## config.mk

```make
export PLATFORM = sky130hd
export DESIGN_NAME = of_match_arbiter
export DESIGN_NICKNAME = d
export VERILOG_FILES = /design/src/rtl/of_match_arbiter.sv
export SDC_FILE = /design/constraint.sdc
export NUM_CORES = 1
export LEC_CHECK = 0
export ABC_AREA = 0
export BUFFER_PORTS_ARGS = -buffer_cell sky130_fd_sc_hd__buf_2
export CAP_MARGIN = 20
export CORE_MARGIN = 2
export CORE_UTILIZATION = 53
export DETAILED_ROUTE_END_ITERATION = 12
export GPL_TIMING_DRIVEN = 0
export PLACE_DENSITY_LB_ADDON = 0.25
export SLEW_MARGIN = 10
export SYNTH_ARGS = -nofsm -noshare
export SYNTH_HDL_FRONTEND = slang
export SYNTH_SLANG_ARGS = --single-unit
export TNS_END_PERCENT = 20
```

## constraint.sdc

```tcl
create_clock -name clk -period 3.3 [get_ports clk]
set_clock_uncertainty 0.15 [all_clocks]
set_input_delay 0.66 -clock clk [delete_from_list [all_inputs] [get_ports clk]]
set_output_delay 0.66 -clock clk [all_outputs]
set_load 0.05 [all_outputs]
```

## src/rtl/of_match_arbiter.sv

```systemverilog
// Pairs exact and wildcard lookup results per packet and emits one action per packet.
// Define OF_MATCH_ARB_MISS_TO_CPU_EN to send misses to the CPU port instead of a null action.

`ifndef OF_ACTION_DATA_WIDTH
`define OF_ACTION_DATA_WIDTH 64
`endif
`ifndef OF_ACTION_CTRL_WIDTH
`define OF_ACTION_CTRL_WIDTH 16
`endif
`ifndef OF_DST_PORT_POS
`define OF_DST_PORT_POS 0
`endif
`ifndef OF_DST_PORT
`define OF_DST_PORT 16
`endif

module of_match_arb_fifo #(
    parameter int W          = 8,
    parameter int DEPTH_BITS = 2
) (
    input  logic         clk,
    input  logic         reset_n,
    input  logic         wr_en,
    input  logic [W-1:0] wr_data,
    input  logic         rd_en,
    output logic [W-1:0] rd_data,
    output logic         empty,
    output logic         nearly_full
);
    localparam int DEPTH = 1 << DEPTH_BITS;

    logic [W-1:0]          mem [DEPTH];
    logic [DEPTH_BITS-1:0] wr_ptr_q, wr_ptr_d, rd_ptr_q, rd_ptr_d;
    logic [DEPTH_BITS:0]   count_q, count_d;
    logic                  nearly_full_q, nearly_full_d;
    logic                  wr_ok, rd_ok;

    always_comb begin
        wr_ok    = wr_en && (count_q != (DEPTH_BITS+1)'(DEPTH));
        rd_ok    = rd_en && (count_q != '0);
        wr_ptr_d = wr_ptr_q;
        rd_ptr_d = rd_ptr_q;
        count_d  = count_q;
        if (wr_ok) wr_ptr_d = wr_ptr_q + DEPTH_BITS'(1);
        if (rd_ok) rd_ptr_d = rd_ptr_q + DEPTH_BITS'(1);
        if (wr_ok && !rd_ok) count_d = count_q + (DEPTH_BITS+1)'(1);
        else if (rd_ok && !wr_ok) count_d = count_q - (DEPTH_BITS+1)'(1);
        // Flag from next occupancy so the engine sees it the cycle after its write
        nearly_full_d = (count_d >= (DEPTH_BITS+1)'(DEPTH - 1));
    end

    always_ff @(posedge clk) begin
        if (wr_ok) mem[wr_ptr_q] <= wr_data;
    end

    always_ff @(posedge clk or negedge reset_n) begin
        if (!reset_n) begin
            wr_ptr_q      <= '0;
            rd_ptr_q      <= '0;
            count_q       <= '0;
            nearly_full_q <= 1'b0;
        end else begin
            wr_ptr_q      <= wr_ptr_d;
            rd_ptr_q      <= rd_ptr_d;
            count_q       <= count_d;
            nearly_full_q <= nearly_full_d;
        end
    end

    assign rd_data     = mem[rd_ptr_q];
    assign empty       = (count_q == '0);
    assign nearly_full = nearly_full_q;
endmodule

module of_match_arbiter #(
    parameter int                      DATA_W     = `OF_ACTION_DATA_WIDTH,
    parameter int                      CTRL_W     = `OF_ACTION_CTRL_WIDTH,
    parameter int                      DEPTH_BITS = 2,
    parameter logic [`OF_DST_PORT-1:0] MISS_PORT  = 16'h0002,
    parameter int                      TIMEOUT    = 1023
) (
    input  logic              clk,
    input  logic              reset_n,
    input  logic [DATA_W-1:0] exact_data,
    input  logic [CTRL_W-1:0] exact_ctrl,
    input  logic              exact_valid,
    input  logic              exact_hit,
    input  logic [DATA_W-1:0] wild_data,
    input  logic [CTRL_W-1:0] wild_ctrl,
    input  logic              wild_valid,
    input  logic              wild_hit,
    output logic              exact_nearly_full,
    output logic              wild_nearly_full,
    output logic [DATA_W-1:0] action_data_bus,
    output logic [CTRL_W-1:0] action_ctrl_bus,
    output logic              action_valid,
    output logic              action_hit,
    input  logic              action_fifo_nearly_full,
    output logic [31:0]       exact_hit_cnt,
    output logic [31:0]       wild_hit_cnt,
    output logic [31:0]       miss_cnt,
    output logic              sync_err
);
    localparam int W      = 1 + CTRL_W + DATA_W;
    localparam int WAIT_W = $clog2(TIMEOUT + 2);

    localparam logic [1:0] ST_IDLE  = 2'd0;
    localparam logic [1:0] ST_EMIT  = 2'd1;
    localparam logic [1:0] ST_FLUSH = 2'd2;

    logic [W-1:0]      e_rd_data, w_rd_data;
    logic              e_empty, w_empty, e_rd, w_rd;
    logic [1:0]        state_q, state_d;
    logic [WAIT_W-1:0] wait_q, wait_d;
    logic              pop_pair, pair_ok, one_pending;
    logic              sync_err_q, sync_err_d;
    logic              action_valid_q, action_valid_d, action_hit_q, action_hit_d;
    logic [DATA_W-1:0] action_data_q, action_data_d, sel_data, miss_data;
    logic [CTRL_W-1:0] action_ctrl_q, action_ctrl_d, sel_ctrl, miss_ctrl;
    logic [31:0]       exact_cnt_q, exact_cnt_d, wild_cnt_q, wild_cnt_d, miss_cnt_q, miss_cnt_d;
    logic              e_hit, w_hit;

    of_match_arb_fifo #(.W(W), .DEPTH_BITS(DEPTH_BITS)) u_exact_fifo (
        .clk(clk), .reset_n(reset_n),
        .wr_en(exact_valid), .wr_data({exact_hit, exact_ctrl, exact_data}),
        .rd_en(e_rd), .rd_data(e_rd_data), .empty(e_empty), .nearly_full(exact_nearly_full)
    );

    of_match_arb_fifo #(.W(W), .DEPTH_BITS(DEPTH_BITS)) u_wild_fifo (
        .clk(clk), .reset_n(reset_n),
        .wr_en(wild_valid), .wr_data({wild_hit, wild_ctrl, wild_data}),
        .rd_en(w_rd), .rd_data(w_rd_data), .empty(w_empty), .nearly_full(wild_nearly_full)
    );

    always_comb begin
        pair_ok     = !e_empty && !w_empty && !action_fifo_nearly_full;
        one_pending = (e_empty != w_empty);
        state_d     = state_q;
        wait_d      = wait_q;
        pop_pair    = 1'b0;
        e_rd        = 1'b0;
        w_rd        = 1'b0;
        sync_err_d  = 1'b0;
        case (state_q)
            ST_IDLE: begin
                if (pair_ok) begin
                    pop_pair = 1'b1;
                    state_d  = ST_EMIT;
                    wait_d   = '0;
                end else if (one_pending) begin
                    if (wait_q >= WAIT_W'(TIMEOUT)) begin
                        state_d    = ST_FLUSH;
                        sync_err_d = 1'b1;
                        wait_d     = '0;
                    end else begin
                        wait_d = wait_q + WAIT_W'(1);
                    end
                end else begin
                    wait_d = '0;
                end
            end
            ST_EMIT: begin
                wait_d = '0;
                if (pair_ok) pop_pair = 1'b1;
                else state_d = ST_IDLE;
            end
            ST_FLUSH: begin
                // Results that lost their partner are discarded, including late arrivals
                wait_d = '0;
                e_rd   = !e_empty;
                w_rd   = !w_empty;
                if (e_empty && w_empty) state_d = ST_IDLE;
            end
            default: state_d = ST_IDLE;
        endcase
        if (pop_pair) begin
            e_rd = 1'b1;
            w_rd = 1'b1;
        end
    end

    always_comb begin
        miss_data = '0;
        miss_ctrl = '0;
`ifdef OF_MATCH_ARB_MISS_TO_CPU_EN
        miss_ctrl = CTRL_W'(1);
        miss_data[`OF_DST_PORT_POS +: `OF_DST_PORT] = MISS_PORT;
`endif
        e_hit = e_rd_data[W-1];
        w_hit = w_rd_data[W-1];
        if (e_hit) begin
            sel_data = e_rd_data[DATA_W-1:0];
            sel_ctrl = e_rd_data[DATA_W +: CTRL_W];
        end else if (w_hit) begin
            sel_data = w_rd_data[DATA_W-1:0];
            sel_ctrl = w_rd_data[DATA_W +: CTRL_W];
        end else begin
            sel_data = miss_data;
            sel_ctrl = miss_ctrl;
        end
    end

    always_comb begin
        action_valid_d = pop_pair;
        action_data_d  = action_data_q;
        action_ctrl_d  = action_ctrl_q;
        action_hit_d   = action_hit_q;
        exact_cnt_d    = exact_cnt_q;
        wild_cnt_d     = wild_cnt_q;
        miss_cnt_d     = miss_cnt_q;
        if (pop_pair) begin
            action_data_d = sel_data;
            action_ctrl_d = sel_ctrl;
            action_hit_d  = e_hit || w_hit;
            if (e_hit) begin
                if (exact_cnt_q != '1) exact_cnt_d = exact_cnt_q + 32'd1;
            end else if (w_hit) begin
                if (wild_cnt_q != '1) wild_cnt_d = wild_cnt_q + 32'd1;
            end else begin
                if (miss_cnt_q != '1) miss_cnt_d = miss_cnt_q + 32'd1;
            end
        end
    end

    always_ff @(posedge clk or negedge reset_n) begin
        if (!reset_n) begin
            state_q        <= ST_IDLE;
            wait_q         <= '0;
            sync_err_q     <= 1'b0;
            action_valid_q <= 1'b0;
            action_hit_q   <= 1'b0;
            action_data_q  <= '0;
            action_ctrl_q  <= '0;
            exact_cnt_q    <= '0;
            wild_cnt_q     <= '0;
            miss_cnt_q     <= '0;
        end else begin
            state_q        <= state_d;
            wait_q         <= wait_d;
            sync_err_q     <= sync_err_d;
            action_valid_q <= action_valid_d;
            action_hit_q   <= action_hit_d;
            action_data_q  <= action_data_d;
            action_ctrl_q  <= action_ctrl_d;
            exact_cnt_q    <= exact_cnt_d;
            wild_cnt_q     <= wild_cnt_d;
            miss_cnt_q     <= miss_cnt_d;
        end
    end

    assign action_valid    = action_valid_q;
    assign action_hit      = action_hit_q;
    assign action_data_bus = action_data_q;
    assign action_ctrl_bus = action_ctrl_q;
    assign exact_hit_cnt   = exact_cnt_q;
    assign wild_hit_cnt    = wild_cnt_q;
    assign miss_cnt        = miss_cnt_q;
    assign sync_err        = sync_err_q;
endmodule

```

==> impl_metrics.ini <==
[clock_tree]
htree_num_levels = 3
cts_sinks = 856
cts_buffers = 87
clock_latency_ps = 630
cts_root_buf = clkbuf_16
clock_path_buffers = 3
clkTransAtPathRegs_ps = 60
cts_tree = built

[route]
routed_wirelength_um = 78700
drtIter0Drc = 1813
via_per_inst = 5.82
wl_per_cell_um = 24.4
drtPass1Iterations = 5
drc = 0
drtAntennaViolNets = 0
via_count = 18800

[floorplanning]
num_rows = 91
design.die.area_um2 = 64500
die_h_um = 254
die_w_um = 254
top_level_ports = 348
start_util_pct = 53.6
core-area_um2 = 61700

[sta]
finalHoldViolCount = 0
fmax_mhz = 324
max-slew-margin-rel_pct = 37.2
finalSetupViolations = 0
tightest_slew_ps = 942
finalMaxSlewViolations = 0
fin_crit_ps = 3090
period_share_pct = 93.5
finalSetupTns_ps = 0

[placed_design]
io_buffers = 347
dp_hpwl_um = 51100
place_congestion = 0.831
dp.cells = 3039
placed_area_um2 = 36300

[setup_path]
crit_required_ps = 3650
crit_path_end_kind = flop
cp_max_fo = 10
startpoint_type = flop
crit_arrival_ps = 3430
criticalPathCategory = flop to flop

[flow_run]
maxCapViolations = 0

[power_and_ir_drop]
power_per_cell_area_nw_per_um2 = 940
leakage_nw = 14.7
vdd_drop_max_mv = 0.911

[cells_and_area]
fill_cells = 4408
layout_common_cells = 648 x edfxtp_1, 349 x buf_2, 214 x nor2_1
syn2layout_area_growth_pct = 19.3
drive_gt1_share_pct = 29.9
finalNetCount = 2486
final_common_cell = edfxtp_1
design_area_um2 = 39500
layoutNonFillerInstCount = 3224

[global_route]
grtUsageTotal_pct = 24.7
antenna_found_initial = 32
gr-total-overflow = 0
grt_first_pass_wirelength_um = 117000
grt_pass1_vias = 19200
grt_max_degree = 107

[synth]
yosysUniqueCellTypes = 47
synth-seq-cells = 856
synth-main-ff-cell = edfxtp_1
syn_nets = 2030
synth-async-reset-ratio_pct = 24.3
synthTopCellsByArea = edfxtp_1 59%, dfrtp_1 16%, mux4_2 11%
yosysWarnings = 0
syn_area_um2 = 33100
yosysTopAreaCellShare_pct = 58.8
synth-seq-area-share_pct = 74.5
syn_inst = 1839
yosysTopAreaCell = edfxtp_1
synth_edf_count = 648
syn_area_per_cell_um2 = 18.0

[outcome]
status = complete, no violations

[hold_path]
hold_class = primary input to flop
==> flip-flops by register name (all words and copies together) (netlist names), 2 cells and up <==
register / flops
u_exact_fifo.mem: 324
u_wild_fifo.mem: 324
action_data_bus: 64
exact_hit_cnt: 32
miss_cnt: 32
wild_hit_cnt: 32
action_ctrl_bus: 16
wait_q: 11
u_exact_fifo.count_q: 3
u_wild_fifo.count_q: 3
state_q: 2
u_exact_fifo.rd_ptr_q: 2
u_exact_fifo.wr_ptr_q: 2
u_wild_fifo.rd_ptr_q: 2
u_wild_fifo.wr_ptr_q: 2
==> final timing paths <==
check / startpoint / end / slack (ps) / depth (start not counted)
worst max-delay path: u_exact_fifo.count_q[0]$_DFF_PN0_ / action_data_bus[53]$_DFFE_PN0P_ / 210 / 12
worst min-delay path: exact_ctrl[0] / u_exact_fifo.mem[1][64]$_DFFE_PP_ / 90 / 1
worst max register to register: u_exact_fifo.count_q[0]$_DFF_PN0_ / action_data_bus[53]$_DFFE_PN0P_ / 210 / 12
worst min register to register: wild_hit_cnt[16]$_DFFE_PN0P_ / wild_hit_cnt[16]$_DFFE_PN0P_ / 340 / 1
max in group asynchronous: reset_n / action_data_bus[27]$_DFFE_PN0P_ / 1400 / 4
min in group asynchronous: reset_n / wild_hit_cnt[26]$_DFFE_PN0P_ / 350 / 2
==> Yosys cell counts (31+ instances only) <==
library cell and count:
dfrtp_1 208, nand4_1 31, nor2_1 216, a221oi_1 79
nand3_1 43, mux4_2 162, edfxtp_1 648, nand2_1 61
inv_1 32, clkbuf_1 51, xnor2_1 52, xor2_1 50
==> what timing repair did <==
action                                  4_1_cts  5_1_grt
resized for setup                            14       22
hold endpoints to repair                     29        0
hold buffers                                  1        0
pin swaps                                     0        1
gates cloned                                  0        0
buffers inserted                              0        2
endpoints found under the setup margin      124      124
==> worst max-delay path: stages, from the launching register on <==
cell	delay, ps
dfrtp_1	410
inv_1	110
ha_1	200
nand2b_1	100
ha_1	220
nor2b_1	130
clkbuf_2	170
nand2_1	150
clkinv_1	320
clkbuf_4	420
clkbuf_1	320
nor2_1	190
nor2_1	70
==> cell type report <==
cell class	count	area [µm²]	area share, %
timing repair buffer	368	2210	5.60
antenna	17	42.5	0.108
multi-input combinational	873	8080	20.4
inverter	33	124	0.314
sequential	856	24700	62.4
buffer	76	337	0.852
tap	837	1050	2.65
clock inverter	41	538	1.36
clock buffer	123	2450	6.22
==> layer usage <==
| metal | up-vias | part of all wire [%] | GRT usage (%) |
|---|---|---|---|
| met5 | - | 0.28 | 0 |
| met4 | 36 | 2.3 | 8.03 |
| met3 | 151 | 8.3 | 6.86 |
| met2 | 683 | 50 | 41.2 |
| met1 | 9719 | 39 | 31.4 |
| li1 | 8181 | - | - |
==> per-stage QoR <==
step	setup WS (ps)	power [mW]	utilization [%]	hold slack [ps]
after global placement	-2550	26.8	58.1	311
after detailed placement	-461	27.3	58.9	336
final	215	37.1	64.0	85.9
after global routing	-6.81	38.8	64.0	75.8
after floorplan	-372	23.1	-	214
after CTS	14.1	37.4	63.8	59.9
==> kinds of logic after synthesis <==
kind of cell | synth area share (%)
AND/OR/NAND/NOR | 6.31
flip-flops | 74.5
multiplexers | 11.2
XOR/XNOR | 2.70
buffers and inverters | 1.26
AO/OA/AOI/OAI | 3.09
adder cells (fa/ha/maj) | 0.907
==> report_power, final <==
part / internal (mW) / switching, mW
Clock: 6.02 / 4.09
Combinational: 4.11 / 7.92
Sequential: 14.1 / 0.882
(Power assumes the default switching activity.)
